`config.mk`:
```
export PLATFORM = sky130hd
export DESIGN_NAME = key_digit_display
export DESIGN_NICKNAME = d
export VERILOG_FILES = /design/src/rtl/display_pkg.sv /design/src/rtl/seven_seg_decoder.sv /design/src/rtl/key_digit_display.sv
export SDC_FILE = /design/constraint.sdc
export NUM_CORES = 1
export LEC_CHECK = 0
export ABC_AREA = 1
export BUFFER_PORTS_ARGS = -buffer_cell sky130_fd_sc_hd__buf_2
export CAP_MARGIN = 5
export CORE_MARGIN = 8
export CORE_UTILIZATION = 54
export CTS_CLUSTER_DIAMETER = 30
export DETAILED_ROUTE_END_ITERATION = 8
export GPL_TIMING_DRIVEN = 1
export PLACE_DENSITY = 0.77
export REMOVE_ABC_BUFFERS = 1
export SYNTH_ARGS = -nofsm -noshare
export SYNTH_HDL_FRONTEND = slang
export SYNTH_SLANG_ARGS = --single-unit
```
`constraint.sdc`:
```
create_clock -name clk -period 2.8 [get_ports clk]
set_input_delay 0.42 -clock clk [delete_from_list [all_inputs] [get_ports clk]]
set_output_delay 0.42 -clock clk [all_outputs]
set_load 0.01 [all_outputs]
```
`src/rtl/display_pkg.sv`:
```
// Shared types and constants for the two-digit key display: refresh FSM
// state encoding and the active-high hex segment patterns {g,f,e,d,c,b,a}.
package display_pkg;

  typedef enum logic [1:0] {
    SHOW_RIGHT,
    BLANK_R2L,
    SHOW_LEFT,
    BLANK_L2R
  } refresh_state_t;

  // All segments dark, active-high sense.
  localparam logic [6:0] SEG_OFF = 7'h00;

  localparam logic [6:0] SEG_HEX_0 = 7'h3F;
  localparam logic [6:0] SEG_HEX_1 = 7'h06;
  localparam logic [6:0] SEG_HEX_2 = 7'h5B;
  localparam logic [6:0] SEG_HEX_3 = 7'h4F;
  localparam logic [6:0] SEG_HEX_4 = 7'h66;
  localparam logic [6:0] SEG_HEX_5 = 7'h6D;
  localparam logic [6:0] SEG_HEX_6 = 7'h7D;
  localparam logic [6:0] SEG_HEX_7 = 7'h07;
  localparam logic [6:0] SEG_HEX_8 = 7'h7F;
  localparam logic [6:0] SEG_HEX_9 = 7'h6F;
  localparam logic [6:0] SEG_HEX_A = 7'h77;
  localparam logic [6:0] SEG_HEX_B = 7'h7C;
  localparam logic [6:0] SEG_HEX_C = 7'h39;
  localparam logic [6:0] SEG_HEX_D = 7'h5E;
  localparam logic [6:0] SEG_HEX_E = 7'h79;
  localparam logic [6:0] SEG_HEX_F = 7'h71;

endpackage

```
`src/rtl/seven_seg_decoder.sv`:
```
// Purely combinational hex-to-7-segment decode. Output is always the
// active-high pattern; pin polarity is the caller's business.
module seven_seg_decoder
  import display_pkg::*;
(
  input  logic [3:0] hex,
  output logic [6:0] pattern
);

  // Table lookup of the glyph for one hex nibble (b and d are lower case).
  always_comb begin
    pattern = SEG_OFF;
    case (hex)
      4'h0: pattern = SEG_HEX_0;
      4'h1: pattern = SEG_HEX_1;
      4'h2: pattern = SEG_HEX_2;
      4'h3: pattern = SEG_HEX_3;
      4'h4: pattern = SEG_HEX_4;
      4'h5: pattern = SEG_HEX_5;
      4'h6: pattern = SEG_HEX_6;
      4'h7: pattern = SEG_HEX_7;
      4'h8: pattern = SEG_HEX_8;
      4'h9: pattern = SEG_HEX_9;
      4'hA: pattern = SEG_HEX_A;
      4'hB: pattern = SEG_HEX_B;
      4'hC: pattern = SEG_HEX_C;
      4'hD: pattern = SEG_HEX_D;
      4'hE: pattern = SEG_HEX_E;
      4'hF: pattern = SEG_HEX_F;
      default: pattern = SEG_OFF;
    endcase
  end

endmodule

```
`src/rtl/key_digit_display.sv`:
```
// Two-digit key history display. The newest key sits on the right digit and
// the one before it on the left. Both common-anode digits share one segment
// bus and are lit in turn, with an optional dark gap between them so the
// previous digit's pattern cannot ghost onto the next one.
module key_digit_display
  import display_pkg::*;
#(
  parameter int REFRESH_DIV    = 150,
  parameter int BLANK_CYCLES   = 2,
  parameter int SEG_ACTIVE_LOW = 1,
  parameter int EN_ACTIVE_LOW  = 1
) (
  input  logic       clk,
  input  logic       rst_n,
  input  logic       key_valid,
  input  logic [3:0] key_code,
  output logic [6:0] seg,
  output logic [1:0] digit_en,
  output logic [7:0] digits,
  output logic [1:0] digits_loaded
);

  // One counter serves both SHOW and BLANK dwell times, so size it for the longer.
  localparam int MAX_DUR = (REFRESH_DIV > BLANK_CYCLES) ? REFRESH_DIV : BLANK_CYCLES;
  localparam int CNT_W   = (MAX_DUR > 1) ? $clog2(MAX_DUR) : 1;

  localparam logic [CNT_W-1:0] SHOW_LAST  = CNT_W'(REFRESH_DIV - 1);
  localparam logic [CNT_W-1:0] BLANK_LAST = CNT_W'((BLANK_CYCLES > 0) ? BLANK_CYCLES - 1 : 0);
  localparam bit               HAS_BLANK  = (BLANK_CYCLES > 0);

  localparam logic [6:0] SEG_IDLE = (SEG_ACTIVE_LOW != 0) ? ~SEG_OFF : SEG_OFF;
  localparam logic [1:0] EN_IDLE  = (EN_ACTIVE_LOW != 0) ? 2'b11 : 2'b00;

  refresh_state_t   state;
  logic [CNT_W-1:0] cnt;
  logic [3:0]       shown_hex;
  logic [6:0]       shown_pattern;
  logic [1:0]       lit_mask;
  logic [6:0]       next_seg;
  logic [1:0]       next_en;

  // Two-deep key history: every valid cycle is a fresh key and shifts right into left.
  always_ff @(posedge clk or negedge rst_n) begin
    if (!rst_n) begin
      digits        <= 8'h00;
      digits_loaded <= 2'b00;
    end else if (key_valid) begin
      digits        <= {digits[3:0], key_code};
      digits_loaded <= {digits_loaded[0], 1'b1};
    end
  end

  // The left nibble is only ever shown during SHOW_LEFT; everything else reads right.
  assign shown_hex = (state == SHOW_LEFT) ? digits[7:4] : digits[3:0];

  seven_seg_decoder u_decoder (
    .hex     (shown_hex),
    .pattern (shown_pattern)
  );

  // Pick which digit (if any) is lit this cycle and form the pin-level values.
  always_comb begin
    lit_mask = 2'b00;
    case (state)
      SHOW_RIGHT: if (digits_loaded[0]) lit_mask = 2'b01;
      SHOW_LEFT:  if (digits_loaded[1]) lit_mask = 2'b10;
      default:    lit_mask = 2'b00;
    endcase
    next_seg = (lit_mask != 2'b00) ? shown_pattern : SEG_OFF;
    if (SEG_ACTIVE_LOW != 0) next_seg = ~next_seg;
    next_en = (EN_ACTIVE_LOW != 0) ? ~lit_mask : lit_mask;
  end

  // Refresh sequencer plus the registered pin drivers, which trail the state by one clock.
  always_ff @(posedge clk or negedge rst_n) begin
    if (!rst_n) begin
      state    <= SHOW_RIGHT;
      cnt      <= '0;
      seg      <= SEG_IDLE;
      digit_en <= EN_IDLE;
    end else begin
      seg      <= next_seg;
      digit_en <= next_en;
      case (state)
        SHOW_RIGHT: begin
          if (cnt == SHOW_LAST) begin
            cnt   <= '0;
            state <= HAS_BLANK ? BLANK_R2L : SHOW_LEFT;
          end else begin
            cnt <= cnt + 1'b1;
          end
        end
        BLANK_R2L: begin
          if (cnt == BLANK_LAST) begin
            cnt   <= '0;
            state <= SHOW_LEFT;
          end else begin
            cnt <= cnt + 1'b1;
          end
        end
        SHOW_LEFT: begin
          if (cnt == SHOW_LAST) begin
            cnt   <= '0;
            state <= HAS_BLANK ? BLANK_L2R : SHOW_RIGHT;
          end else begin
            cnt <= cnt + 1'b1;
          end
        end
        BLANK_L2R: begin
          if (cnt == BLANK_LAST) begin
            cnt   <= '0;
            state <= SHOW_RIGHT;
          end else begin
            cnt <= cnt + 1'b1;
          end
        end
        default: begin
          cnt   <= '0;
          state <= SHOW_RIGHT;
        end
      endcase
    end
  end

endmodule

```
==> metrics, run 1 <==
Antenna Nets Post-Route 0; Worst EP arrival between 2 and 2.5 ns; Synth top area share 0.312; Clk pin slew, worst setup/hold paths roughly 0.090 ns; global-route wire length before repair 5200 um; post-CTS setup buffer count 0; Synth area leaders dfrtp_1, nand2_1, dfstp_2; GRT overflow 0; Syn Inst Count 197; chip height 70.5 um; Worst-Skew Late Latency 0.33 ns; FF+latch area 737 um^2; CTS tree built; Worst Max-Slew Pin Slew 0.591 ns; Initial Utilization 0.577; top cells by count, synth nand2_1, inv_1, dfrtp_1; final setup vio count 0; total global-route track usage 0.128; hpwl dp about 2200 um; worst reg-to-reg setup slack around 0.68 ns; CTS Buf Count 5; H-tree depth 2; most used cell, CP nand2_1; max frequency 0.471 GHz; max cap viols 0; slew margin rel. 0.606; total wire length ~2900 um; count leader, synth nand2_1; IO Pins 26; Core ar. roughly 0.0028 mm^2; Vias about 1300; status complete, no violations; Die ar. approximately 0.005 mm^2; critical path class flop to flop; Clock Sinks 29; worst-path maximum fanout 12; min cycle time layout 2.12 ns; Synth Flop Type dfrtp_1; final period utilization 0.758; endpoint class of the critical path flop; Worst Reg-to-Reg Cells 12; Nets 247; Starting DRT DRC Count 64; mapped cell area around 0.0016 mm^2; post-DR wirelength/cell roughly 11 um; Buf+Inv Stages, Crit Path 4; Final Skew 0.0103 ns; Multi-input gate area 749 um^2; initial antenna violation count 0; reg-to-reg endpoint seg[1]; TNS Setup 0 ns; chip width 70.5 um; Cell Rows 19; clk root buf clkbuf_4; FILL cells 259; Pre-antenna DRT Iters 4; remaining routing DRC violations 0; largest area contributor in the netlist dfrtp_1; Yosys cell types 23; largest net degree at the start of global routing 30; Cell Pwr Density around 470 mW/mm^2; Final GP Congestion roughly 0.91; vias in the first global route approximately 1200; Hold WS approximately 0.08 ns; CP startpoint kind flop; max-slew violation count 0; Hold Crit Class input port to asynchronous set/reset pin; sequential area share after synthesis 0.459; Layout area overhead 12.3%; port bufs 25; Slowest Stage Delay on Critical Path approximately 0.48 ns; CP max-delay cell ha_1; CP Cell Sequence inv_1 > ha_1 > inv_1 > nand2_1 > nand2_1 > inv_1 > ha_1 > inv_1 > nand2_1 > nand2_1 > nand2_1 > nand2_1; post-cts resize count 0; reg2reg start state[0]; Post-CTS Hold Fix Bufs 0; Synthesis Warnings 0; layout cell share with drive strength beyond 1 0.219; CTS Buffer Depth 2; final hold violations 0; Critical Path RT roughly 3.1 ns; DR vias/cell a little under 5; EDFF count, synth 0; Post-synth ARST share 1.00; Top delay family on crit path adder cells; RSZ-0062 raised after global routing no; Synth Register Bits 29; Lkg Pwr 0.994 nW; mean post-synth cell area a little over 8 um^2; VDD IR max around 0.47 mV; Antenna Cells 0
metal layers:
| metal | global-route usage | part of all wire | vias up |
|---|---|---|---|
| met4 | 0.0603 | 0.013 | 0 |
| met2 | 0.191 | 0.44 | 34 |
| li1 | - | - | 665 |
| met3 | 0.0636 | 0.081 | 4 |
| met1 | 0.150 | 0.47 | 565 |
| met5 | 0 | 0 | - |
metrics by stage:
step           instances   util  power (mW)  cell area [um^2]  setup WS (ns)
2_1_floorplan        195      -       0.563              1590          0.872
3_3_place_gp         251  0.631       0.619              1750          0.743
3_5_place_dp         251  0.631       0.622              1750          0.669
4_1_cts              259  0.648       0.860              1800          0.665
5_1_grt              259  0.648       0.904              1800          0.453
6_report             259  0.648       0.844              1800          0.678
sequential cells by signal, indices dropped and copies added, names as in the netlist:
signal / count
seg: 7
state: 2
digits: 8
cnt: 8
digits_loaded: 2
digit_en: 2
cells by family (layout without fill, tap and decap cells):
kind of cell / Yosys count / in the layout / synth area share
xor+xnor: 4 / 4 / 0.0218
fa+ha+maj: 13 / 13 / 0.101
buf+inv: 29 / 60 / 0.0740
simple gates: 103 / 103 / 0.270
compound gates: 19 / 19 / 0.0740
flops: 29 / 29 / 0.459
worst max-delay path by stage:
stage | startpoint | to | slack [ns] | cells after the start
3_3_place_gp | state[0] | seg[3] | 0.74 | 11
3_5_place_dp | state[0] | seg[3] | 0.67 | 11
2_1_floorplan | state[0] | seg[3] | 0.87 | 11
5_1_grt | state[0] | seg[1] | 0.45 | 12
4_1_cts | state[0] | seg[3] | 0.67 | 11
6_report | state[0] | seg[1] | 0.68 | 12
cells in the final DEF (no fill, tap or decap):
master and count:
a21boi_2 1, a21oi_1 6, buf_2 25, clkbuf_1 3
clkbuf_4 5, dfrtp_1 20, dfstp_2 9, ha_1 13
inv_1 26, inv_4 1, nand2_1 70, nand2_2 5
nand2_4 1, nand3_1 15, nand4_1 1, nor2_1 9
o211ai_1 1, o21ai_0 9, o21ai_2 1, o21ai_4 1
or2_0 1, or2_2 1, xnor2_1 1, xor2_1 3
report_power, final:
| part | leakage, nW | internal [mW] | switching (mW) |
|---|---|---|---|
| sequential | 0.337 | 0.456 | 0.0135 |
| clock | 0.0265 | 0.0998 | 0.133 |
| combinational | 0.630 | 0.0508 | 0.0907 |
| total | 0.994 | 0.607 | 0.237 |
worst reg2reg max path, delay by kind of cell, from the launching register on:
kind          cells  cell delay (ns)
fa+ha+maj         2             0.72
buf+inv           4             0.47
flops             1             0.41
simple gates      6             0.48
layout make-up:
cell class | instances | share of cell area
tap | 31 | 0.0215
timing repair buffer | 25 | 0.0694
inverter | 27 | 0.0576
sequential | 29 | 0.409
multi-input combinational | 139 | 0.416
clock buffer | 8 | 0.0271
Note: power is estimated with default switching activity, not from simulation.
==> inputs of run 2 (changes only) <==
Settings changed: ABC_AREA 1 to 0, CORE_UTILIZATION 54 to 49, PLACE_DENSITY 0.77 to 0.74.
Clock period 2.8 ns to 1.92 ns, I/O delays scaled along.
==> metrics, run 2 <==
status complete, no violations (unchanged); CTS Buf Count 5 (unchanged); max-slew violation count 0 (unchanged); max frequency 0.546 GHz (was 0.471 GHz); Clk pin slew, worst setup/hold paths 0.09 ns (about the same); vias in the first global route 1124 (was 1215); FILL cells 233 (was 259); mapped cell area 0.00149 mm^2 (was 0.00161 mm^2); count leader, synth dfrtp_1 (was nand2_1); post-CTS setup buffer count 0 (unchanged); Antenna Cells 0 (unchanged); Post-synth ARST share 1.00 (unchanged); Cell Pwr Density 749 mW/mm^2 (was 468 mW/mm^2); worst-path maximum fanout 6 (was 12); CTS tree built (unchanged); Layout area overhead 20.1% (was 12.3%); Worst Max-Slew Pin Slew 0.637 ns (was 0.591 ns); min cycle time layout 1.83 ns (was 2.12 ns); DR top layer met4 (unchanged); max cap viols 0 (unchanged); Critical Path RT 2.17 ns (was 3.06 ns); largest area contributor in the netlist dfrtp_1 (unchanged); Synthesis Warnings 0 (unchanged); Regs by FF count cnt x8, digits x8, seg x7 (unchanged); Lkg Pwr 0.817 nW (was 0.994 nW); global-route wire length before repair 5100 um (was 5200 um); Routed met1 length 1230 um (was 1340 um); Final Skew 0.00717 ns (was 0.0103 ns); Worst-Skew Late Latency 0.33 ns (about the same); Multi-input gate area 738 um^2 (was 749 um^2); GRT overflow 0 (unchanged); VDD IR max 0.464 mV (was 0.466 mV); Initial Utilization 0.500 (was 0.577); Core ar. 0.00298 mm^2 (was 0.00278 mm^2); commonest non-fill, non-tap cell in the layout buf_2 (was nand2_1); Nets 181 (was 247); sequential area share after synthesis 0.495 (was 0.459); met3 wire len 155 um (was 233 um); top cells by count, synth dfrtp_1, ha_1, mux2_2 (was nand2_1, inv_1, dfrtp_1); Hold Crit Class input port to flop (was input port to asynchronous set/reset pin); H-tree depth 2 (unchanged); initial antenna violation count 0 (unchanged); pre-CTS setup slack 0.0263 ns (was 0.669 ns); largest net degree at the start of global routing 30 (unchanged); Antenna Nets Post-Route 0 (unchanged); Syn Inst Count 123 (was 197); chip width 71.1 um (was 70.5 um); slew margin rel. 0.576 (was 0.606); remaining routing DRC violations 0 (unchanged); clk root buf clkbuf_4 (unchanged); CP startpoint kind flop (unchanged); Worst EP arrival 2.08 ns (was 2.39 ns); final hold violations 0 (unchanged); Tot Pwr 1.34 mW (was 0.844 mW); Pre-antenna DRT Iters 4 (unchanged); Starting DRT DRC Count 53 (was 64); Synth top area share 0.336 (was 0.312); hpwl dp 2190 um (was 2250 um); total wire length 2990 um (was 2880 um); Synth Flop Type dfrtp_1 (unchanged); CTS Buffer Depth 2 (unchanged); critical path class flop to flop (unchanged); Synth area leaders dfrtp_1, dfstp_2, ha_1 (was dfrtp_1, nand2_1, dfstp_2); chip height 71.1 um (was 70.5 um); layout cell share with drive strength beyond 1 0.432 (was 0.219); Clock Sinks 29 (unchanged); Synth Register Bits 29 (unchanged); Vias 1043 (was 1268); WL met2 1530 um (was 1270 um); Yosys cell types 28 (was 23); final period utilization 0.954 (was 0.758); mean post-synth cell area 12.1 um^2 (was 8.15 um^2); Design Area, Final 0.00179 mm^2 (was 0.00180 mm^2); total global-route track usage 0.131 (was 0.128); Post-DP Area 0.00169 mm^2 (was 0.00175 mm^2); Hold WS 0.189 ns (was 0.0817 ns); Final GP Congestion 0.938 (was 0.907); Die ar. 0.00506 mm^2 (was 0.00497 mm^2); port bufs 25 (unchanged); post-DR wirelength/cell 15.3 um (was 11.1 um); RSZ-0062 raised after global routing no (unchanged); worst setup margin 0.0875 ns (was 0.678 ns); endpoint class of the critical path flop (unchanged); Cell Rows 20 (was 19); FF+latch area 737 um^2 (unchanged); EDFF count, synth 0 (unchanged); most frequent cells in the layout buf_2, dfrtp_1, mux2_2, ha_1 (was nand2_1, inv_1, buf_2); final setup vio count 0 (unchanged); IO Pins 26 (unchanged); DR vias/cell 5.35 (was 4.90)
==> run 2: cell count changes in the layout (fill, tap and decap cells not counted), sizes merged, moves of 8 or more <==
cell / previous run / this run
nand3: 15 / 7
buf: 25 / 33
nand2: 76 / 9
mux2: 0 / 13
o21ai: 11 / 3
inv: 27 / 5
==> run 2: final cells by class <==
cell class,instances,share of cell area
multi-input cells,86,0.413
flip-flops and latches,29,0.412
repair buffers,34,0.109
clock buffers,8,0.0329
well taps,33,0.0231
inverters,5,0.0105
==> run 2: power breakdown <==
| part | switching [mW] | leakage (nW) | internal (mW) |
|---|---|---|---|
| Clock | 0.203 | 0.0326 | 0.180 |
| Combinational | 0.130 | 0.454 | 0.120 |
| Sequential | 0.0306 | 0.330 | 0.677 |
==> run 2: worst max-delay path: stages, from the launching register on <==
cell and delay (ns):
dfrtp_1 0.38, inv_1 0.11, ha_4 0.18, mux2_4 0.34, ha_1 0.22, or3_1 0.37
o221ai_1 0.08, nand2_1 0.07
==> run 2: routing by layer <==
layer	track usage	up-vias
li1	-	509
met1	0.137	499
met2	0.214	26
met3	0.0565	9
met4	0.0739	0
met5	0	-
==> run 2: cell families (layout without fill, tap and decap cells) <==
group | Yosys count | in the layout | synth area share
AO/OA/AOI/OAI | 13 | 13 | 0.0638
XOR/XNOR | 7 | 7 | 0.0411
adder cells (fa/ha/maj) | 13 | 13 | 0.109
buffers and inverters | 8 | 47 | 0.0302
flip-flops | 29 | 29 | 0.495
multiplexers | 20 | 20 | 0.154
AND/OR/NAND/NOR | 33 | 33 | 0.107
==> run 2: final timing paths <==
| path | from | end | slack [ns] | depth (start not counted) |
|---|---|---|---|---|
| setup / recovery | state[0] | seg[0] | 0.09 | 7 |
| hold / removal | key_code[3] | digits[3] | 0.19 | 2 |
| setup reg to reg | state[0] | seg[0] | 0.09 | 7 |
| hold reg to reg | digits_loaded[1] | digit_en[1] | 0.46 | 1 |
| max in group asynchronous | rst_n | state[0] | 1.00 | 2 |
| min in group asynchronous | rst_n | cnt[4] | 0.51 | 2 |
==> run 2: timing repair <==
item | in CTS | in global routing
resized for setup | 0 | 9
setup endpoints to repair | 0 | 7
hold buffers | 1 | 0
hold endpoints to repair | 20 | 0
==> run 2: per-stage QoR <==
| step | setup TNS, ns | cells | util |
|---|---|---|---|
| after floorplan | -1.10 | 120 | - |
| after global placement | 0 | 186 | 0.568 |
| after global routing | 0 | 195 | 0.601 |
| after CTS | 0 | 195 | 0.591 |
| after detailed placement | 0 | 186 | 0.568 |
| final | 0 | 195 | 0.601 |
